**config.mk**
```make
export PLATFORM = sky130hd
export DESIGN_NAME = cache_arbiter
export DESIGN_NICKNAME = d
export VERILOG_FILES = /design/src/rtl/cache_types_pkg.sv /design/src/rtl/cache_arbiter_pick.sv /design/src/rtl/cache_arbiter.sv
export SDC_FILE = /design/constraint.sdc
export NUM_CORES = 1
export LEC_CHECK = 0
export BUFFER_PORTS_ARGS = -buffer_cell sky130_fd_sc_hd__buf_2
export CAP_MARGIN = 15
export CORE_AREA = 2 2 289 291
export CTS_BUF_LIST = sky130_fd_sc_hd__clkbuf_4 sky130_fd_sc_hd__clkbuf_8
export DETAILED_ROUTE_END_ITERATION = 7
export DIE_AREA = 0 0 291 293
export PLACE_DENSITY_LB_ADDON = 0.08
export SETUP_SLACK_MARGIN = 0.02
export SYNTH_ARGS = -nofsm -noshare
export SYNTH_HDL_FRONTEND = slang
export SYNTH_SLANG_ARGS = --single-unit
```
**constraint.sdc**
```tcl
create_clock -name clk -period 1.69 [get_ports clk]
set_clock_uncertainty 0.1 [all_clocks]
set_input_delay 0.0845 -clock clk [delete_from_list [all_inputs] [get_ports clk]]
set_output_delay 0.0845 -clock clk [all_outputs]
set_load 0.005 [all_outputs]
```
**src/rtl/cache_types_pkg.sv**
```systemverilog
// Shared types for the cache-side arbiter: FSM state encoding and channel-index width helper.
package cache_types_pkg;

    typedef enum logic {
        IDLE = 1'b0,
        BUSY = 1'b1
    } arb_state_t;

    // A single channel still needs a 1-bit index so vectors never collapse to zero width.
    function automatic int ch_idx_w(input int n);
        return (n > 1) ? $clog2(n) : 1;
    endfunction

endpackage

```
**src/rtl/cache_arbiter_pick.sv**
```systemverilog
// Combinational winner picker: fixed lowest-index priority or round-robin from last+1.
// Zero latency; masked-out requesters are simply never chosen.
module arb_pick
    import cache_types_pkg::*;
#(
    parameter int NUM_CH = 2,
    parameter int IDX_W  = ch_idx_w(NUM_CH)
) (
    input  logic [NUM_CH-1:0] i_req,
    input  logic [NUM_CH-1:0] i_excl,
    input  logic [IDX_W-1:0]  i_last,
    input  logic              i_rr,
    output logic [NUM_CH-1:0] o_win,
    output logic              o_vld
);

    logic [NUM_CH-1:0] w_cand;

    assign w_cand = i_req & ~i_excl;
    assign o_vld  = |w_cand;

    always_comb begin : pick
        logic found;
        int   pos;
        o_win = '0;
        found = 1'b0;
        pos   = 0;
        if (!i_rr) begin
            for (int i = 0; i < NUM_CH; i++) begin
                if (w_cand[i] && !found) begin
                    o_win[i] = 1'b1;
                    found    = 1'b1;
                end
            end
        end else begin
            // Walk positions last+1 .. last+NUM_CH, wrapping modulo NUM_CH (works for non-powers of 2).
            for (int k = 1; k <= NUM_CH; k++) begin
                pos = int'(i_last) + k;
                if (pos >= NUM_CH) pos = pos - NUM_CH;
                for (int i = 0; i < NUM_CH; i++) begin
                    if (i == pos && w_cand[i] && !found) begin
                        o_win[i] = 1'b1;
                        found    = 1'b1;
                    end
                end
            end
        end
    end

endmodule

```
**src/rtl/cache_arbiter.sv**
```systemverilog
// N-channel Wishbone-style arbiter muxing cache masters onto one downstream port.
// Grant registered one cycle after request; handoff on ack edge with no bubble; no preemption.
module cache_arbiter
    import cache_types_pkg::*;
#(
    parameter int NUM_CH  = 2,
    parameter int ADDR_W  = 16,
    parameter int DATA_W  = 128,
    parameter int SEL_W   = DATA_W / 8,
    parameter int RR_MODE = 0
) (
    input  logic                     clk,
    input  logic                     rst,
    input  logic [NUM_CH-1:0]        s_cyc,
    input  logic [NUM_CH-1:0]        s_stb,
    input  logic [NUM_CH-1:0]        s_we,
    input  logic [NUM_CH*ADDR_W-1:0] s_adr,
    input  logic [NUM_CH*SEL_W-1:0]  s_sel,
    input  logic [NUM_CH*DATA_W-1:0] s_wdata,
    output logic [NUM_CH-1:0]        s_ack,
    output logic [DATA_W-1:0]        s_rdata,
    output logic                     m_cyc,
    output logic                     m_stb,
    output logic                     m_we,
    output logic [ADDR_W-1:0]        m_adr,
    output logic [SEL_W-1:0]         m_sel,
    output logic [DATA_W-1:0]        m_wdata,
    input  logic [DATA_W-1:0]        m_rdata,
    input  logic                     m_ack,
    output logic [NUM_CH-1:0]        grant
);

    localparam int IDX_W = ch_idx_w(NUM_CH);

    arb_state_t        r_state, w_state_nxt;
    logic [NUM_CH-1:0] r_gnt, w_gnt_nxt;
    logic [IDX_W-1:0]  r_last, w_last_nxt;

    logic [NUM_CH-1:0] w_req;
    logic [NUM_CH-1:0] w_win;
    logic              w_win_vld;
    logic [IDX_W-1:0]  w_win_idx;
    logic              w_release;

    assign w_req = s_cyc & s_stb;

    // Excluding the current grant keeps the just-served channel from winning at its own ack edge.
    arb_pick #(
        .NUM_CH (NUM_CH),
        .IDX_W  (IDX_W)
    ) u_pick (
        .i_req  (w_req),
        .i_excl (r_gnt),
        .i_last (r_last),
        .i_rr   (RR_MODE != 0),
        .o_win  (w_win),
        .o_vld  (w_win_vld)
    );

    always_comb begin
        w_win_idx = '0;
        for (int i = 0; i < NUM_CH; i++) begin
            if (w_win[i]) w_win_idx = IDX_W'(i);
        end
    end

    // Completion or abort (granted master dropped cyc) both release the grant.
    assign w_release = (r_state == BUSY) && (m_ack || !(|(r_gnt & s_cyc)));

    always_ff @(posedge clk or posedge rst) begin
        if (rst) begin
            r_state <= IDLE;
            r_gnt   <= '0;
            r_last  <= IDX_W'(NUM_CH - 1);
        end else begin
            r_state <= w_state_nxt;
            r_gnt   <= w_gnt_nxt;
            r_last  <= w_last_nxt;
        end
    end

    always_comb begin
        w_state_nxt = r_state;
        w_gnt_nxt   = r_gnt;
        w_last_nxt  = r_last;
        case (r_state)
            IDLE: begin
                if (w_win_vld) begin
                    w_state_nxt = BUSY;
                    w_gnt_nxt   = w_win;
                    w_last_nxt  = w_win_idx;
                end
            end
            BUSY: begin
                if (w_release) begin
                    if (w_win_vld) begin
                        w_gnt_nxt  = w_win;
                        w_last_nxt = w_win_idx;
                    end else begin
                        w_state_nxt = IDLE;
                        w_gnt_nxt   = '0;
                    end
                end
            end
            default: begin
                w_state_nxt = IDLE;
                w_gnt_nxt   = '0;
            end
        endcase
    end

    // One-hot AND-OR mux; a zero grant (idle or reset) forces every output low.
    always_comb begin
        m_cyc   = 1'b0;
        m_stb   = 1'b0;
        m_we    = 1'b0;
        m_adr   = '0;
        m_sel   = '0;
        m_wdata = '0;
        s_ack   = '0;
        for (int i = 0; i < NUM_CH; i++) begin
            if (r_gnt[i]) begin
                m_cyc    = m_cyc | s_cyc[i];
                m_stb    = m_stb | s_stb[i];
                m_we     = m_we  | s_we[i];
                m_adr    = m_adr   | s_adr[i*ADDR_W +: ADDR_W];
                m_sel    = m_sel   | s_sel[i*SEL_W +: SEL_W];
                m_wdata  = m_wdata | s_wdata[i*DATA_W +: DATA_W];
                s_ack[i] = m_ack & s_cyc[i];
            end
        end
    end

    assign grant   = r_gnt;
    assign s_rdata = m_rdata;

endmodule

```
==> metrics.txt <==
Vias 4611; Post-synth EDFFs 0; Finished Layout Cells 1796; Max Fclk between 500 and 600 MHz; Final Hold Fails 0; Buffers on Ports 495; total gr overflow 0; DRT Pass-1 Iters 4; switching power 3.09 mW; die area 85300 um^2; Synth async-reset ratio between 90% and 100%; area share of the largest cell type after synthesis 52.1%; Detail Route Antenna Nets 0; Synth Net Count around 800; synthesized flop and latch total 3; # IOs 752; failing checks negative setup slack; hold depth 0; setup TNS -0.0569 ns; final setup violation count 14; synth top area cells a22o_1 52%, buf_4 35%, buf_2 6.6%, dfrtp_1 2.7%, and3b_1 0.64%; type of origin of the critical path flip-flop; Post-DP HPWL 31.2 mm; Via density about 2.6; Slew Viols, Final 0; sw frac 45.6%; Netlist cell types 15; H-Tree Depth 1; Mapped Cells 345; total core area between 80000 and 90000 um^2; CTS tree yes; critical path launch point grant[0]$_DFFE_PP0P_; Synth Warn # 0; clock share of power 3.4%; Skew-Pair Late Insertion Delay ~0.22 ns; sequential cell area fraction in the yosys report approximately 2.7%; Required @ worst endpoint approximately 1.5 ns; crit path DAT approximately 1.5 ns; Final Cycle Share 101%; largest net degree at the start of global routing between 40 and 50; Synth Cell Area about 2700 um^2; # rows between 100 and 150; Reg2Reg Setup Slack 0.01 ns; drt total wl about 37 mm; vias in the first global route about 4800; Critical Path Sink Type output port; worst rel slew slack around 80%; min Tclk post-route 1.71 ns; chip height 293 um; dpl cells between 1500 and 2000; clock transition at the registers of the reported paths 0.03 ns; status finished, violations left; Setup crit end m_wdata[63]; Starting Density 3.35%; R2R depth 5; most frequent cells after synthesis 163 x a22o_1, 128 x buf_4, 36 x buf_2; total clock sinks 3; ys flop type dfrtp_1; RSZ-0062 raised after global routing yes; Combinational Power Share 93.7%; Min-Delay Path Class input port to output port; Root Driver clkbuf_8; wire per inst 20.7 um; RR Startpoint grant[0]$_DFFE_PP0P_; Max Buffers Root-to-Sink 2; Max Cap Viol 0; Worst Path Max Fanout 36; GRT Total Usage 7.57%; Core Util, Final slightly below 8%; P&R area growth vs syn 133%; die extent in x between 200 and 300 um; most common cell in the netlist a22o_1; drt drc 0; setup slack after layout -0.0176 ns; internal power 3.69 mW; Final nets around 1200; dominant cell type by area after synthesis a22o_1; CTS buffer count 3; crit path kind flip-flop to output port; leakage about 3.2 nW; antenna violations before repair 36; first-pass GRT wire length 43.5 mm; Mean Syn Cell Area 7.94 um^2; r2r endpoint grant[1]$_DFFE_PP0P_; layout cells sized above 1 77.2%; sequential power share 2.9%; VDD IR-drop max 0.000292 V; GPL Wtd Cong 0.735; Worst Tran Pin Value approximately 0.29 ns; DRT iter0 DRCs 109; PD cells ~1100 nW/um^2
## logic make-up after synthesis
| family | count (synthesis) | synth area share [%] |
|---|---|---|
| and+or+nand+nor | 9 | 2.10 |
| AOI/OAI and AO/OA | 167 | 53.2 |
| buffers and inverters | 166 | 41.9 |
| DFF | 3 | 2.74 |
## critical path, cell delays in order, from the launching register on
cell and delay [ns]:
dfrtp_4 0.57, buf_16 0.20, a22o_4 0.31, buf_2 0.15
## worst min path at each step
| stage | startpoint | to | slack [ns] |
|---|---|---|---|
| final | m_rdata[11] | s_rdata[11] | 0.07 |
| after global placement | rst | r_state$_DFF_PP0_ | -0.09 |
| after floorplan | rst | grant[0]$_DFFE_PP0P_ | -0.26 |
| after global routing | m_rdata[11] | s_rdata[11] | 0.07 |
| after detailed placement | rst | r_state$_DFF_PP0_ | -0.09 |
| after CTS | m_rdata[100] | s_rdata[100] | 0.07 |
## placed cells by master (no fill, tap or decap)
master | netlist | routed
buf_2 | 36 | 484
a22o_1 | 163 | 150
buf_6 | 0 | 21
a22o_4 | 0 | 13
buf_4 | 128 | 11
buf_12 | 0 | 9
clkbuf_16 | 0 | 6
buf_16 | 0 | 4
clkbuf_8 | 0 | 3
buf_8 | 0 | 3
o22ai_1 | 2 | 2
inv_1 | 2 | 2
and3_1 | 2 | 2
dfrtp_4 | 0 | 2
diode_2 | 0 | 1
and3b_1 | 2 | 1
a22oi_2 | 0 | 1
nand2b_1 | 1 | 1
or2_1 | 1 | 1
nand3b_1 | 1 | 1
and3b_2 | 0 | 1
a32o_1 | 1 | 1
nor2_1 | 1 | 1
nand2_1 | 1 | 1
clkbuf_4 | 0 | 1
bufbuf_16 | 0 | 1
dlygate4sd3_1 | 0 | 1
dfrtp_1 | 3 | 1
## per-stage QoR
stage               hold slack, ns  total power [mW]  setup slack [ns]  area (um^2)
detailed placement         -0.0894              5.34           -0.0280         5660
global route                0.0690              7.41           -0.0598         6380
CTS                         0.0690              5.92           -0.0437         5890
global placement           -0.0874              5.47           -0.0278         5660
floorplan                   -0.262              2.67             0.459         2740
finish                      0.0690              6.77           -0.0176         6380
## power groups by stage
stage                     Combinational, mW  Sequential (mW)  Clock (mW)
after floorplan                        2.55            0.118           0
after global placement                 5.29            0.173           0
after detailed placement               5.17            0.175           0
after CTS                              5.51            0.178       0.230
after global routing                   6.96            0.208       0.238
final                                  6.35            0.198       0.227
## layout make-up
type | instances | area, um^2
fillers | 9720 | 75500
repair buffers | 540 | 3270
multi-input cells | 176 | 1640
well taps | 1070 | 1340
flip-flops and latches | 3 | 82.6
clock buffers | 4 | 48.8
inverters | 2 | 7.51
diodes | 1 | 2.50
## layer usage
metal  up-vias  track usage, %  wire length (um)
met1      2033            8.00             14300
met3       128            3.56              4180
met4        16            2.40              1440
li1       1978               -                 -
met5         -               0               119
met2       456            13.3             17200
## state kept, by name, summed over array words and instances, names as in the netlist
| name | cells |
|---|---|
| r_state | 1 |
| grant | 2 |
## timing repair
item / in CTS / in global routing
endpoints found under the hold margin: 3 / 0
setup buffers: 4 / 7
pin swaps: 2 / 15
hold buffers: 1 / 0
gates resized for setup: 20 / 36
cloned: 1 / 10
endpoints found under the setup margin: 98 / 132
Power figures use the tool's default switching activity.
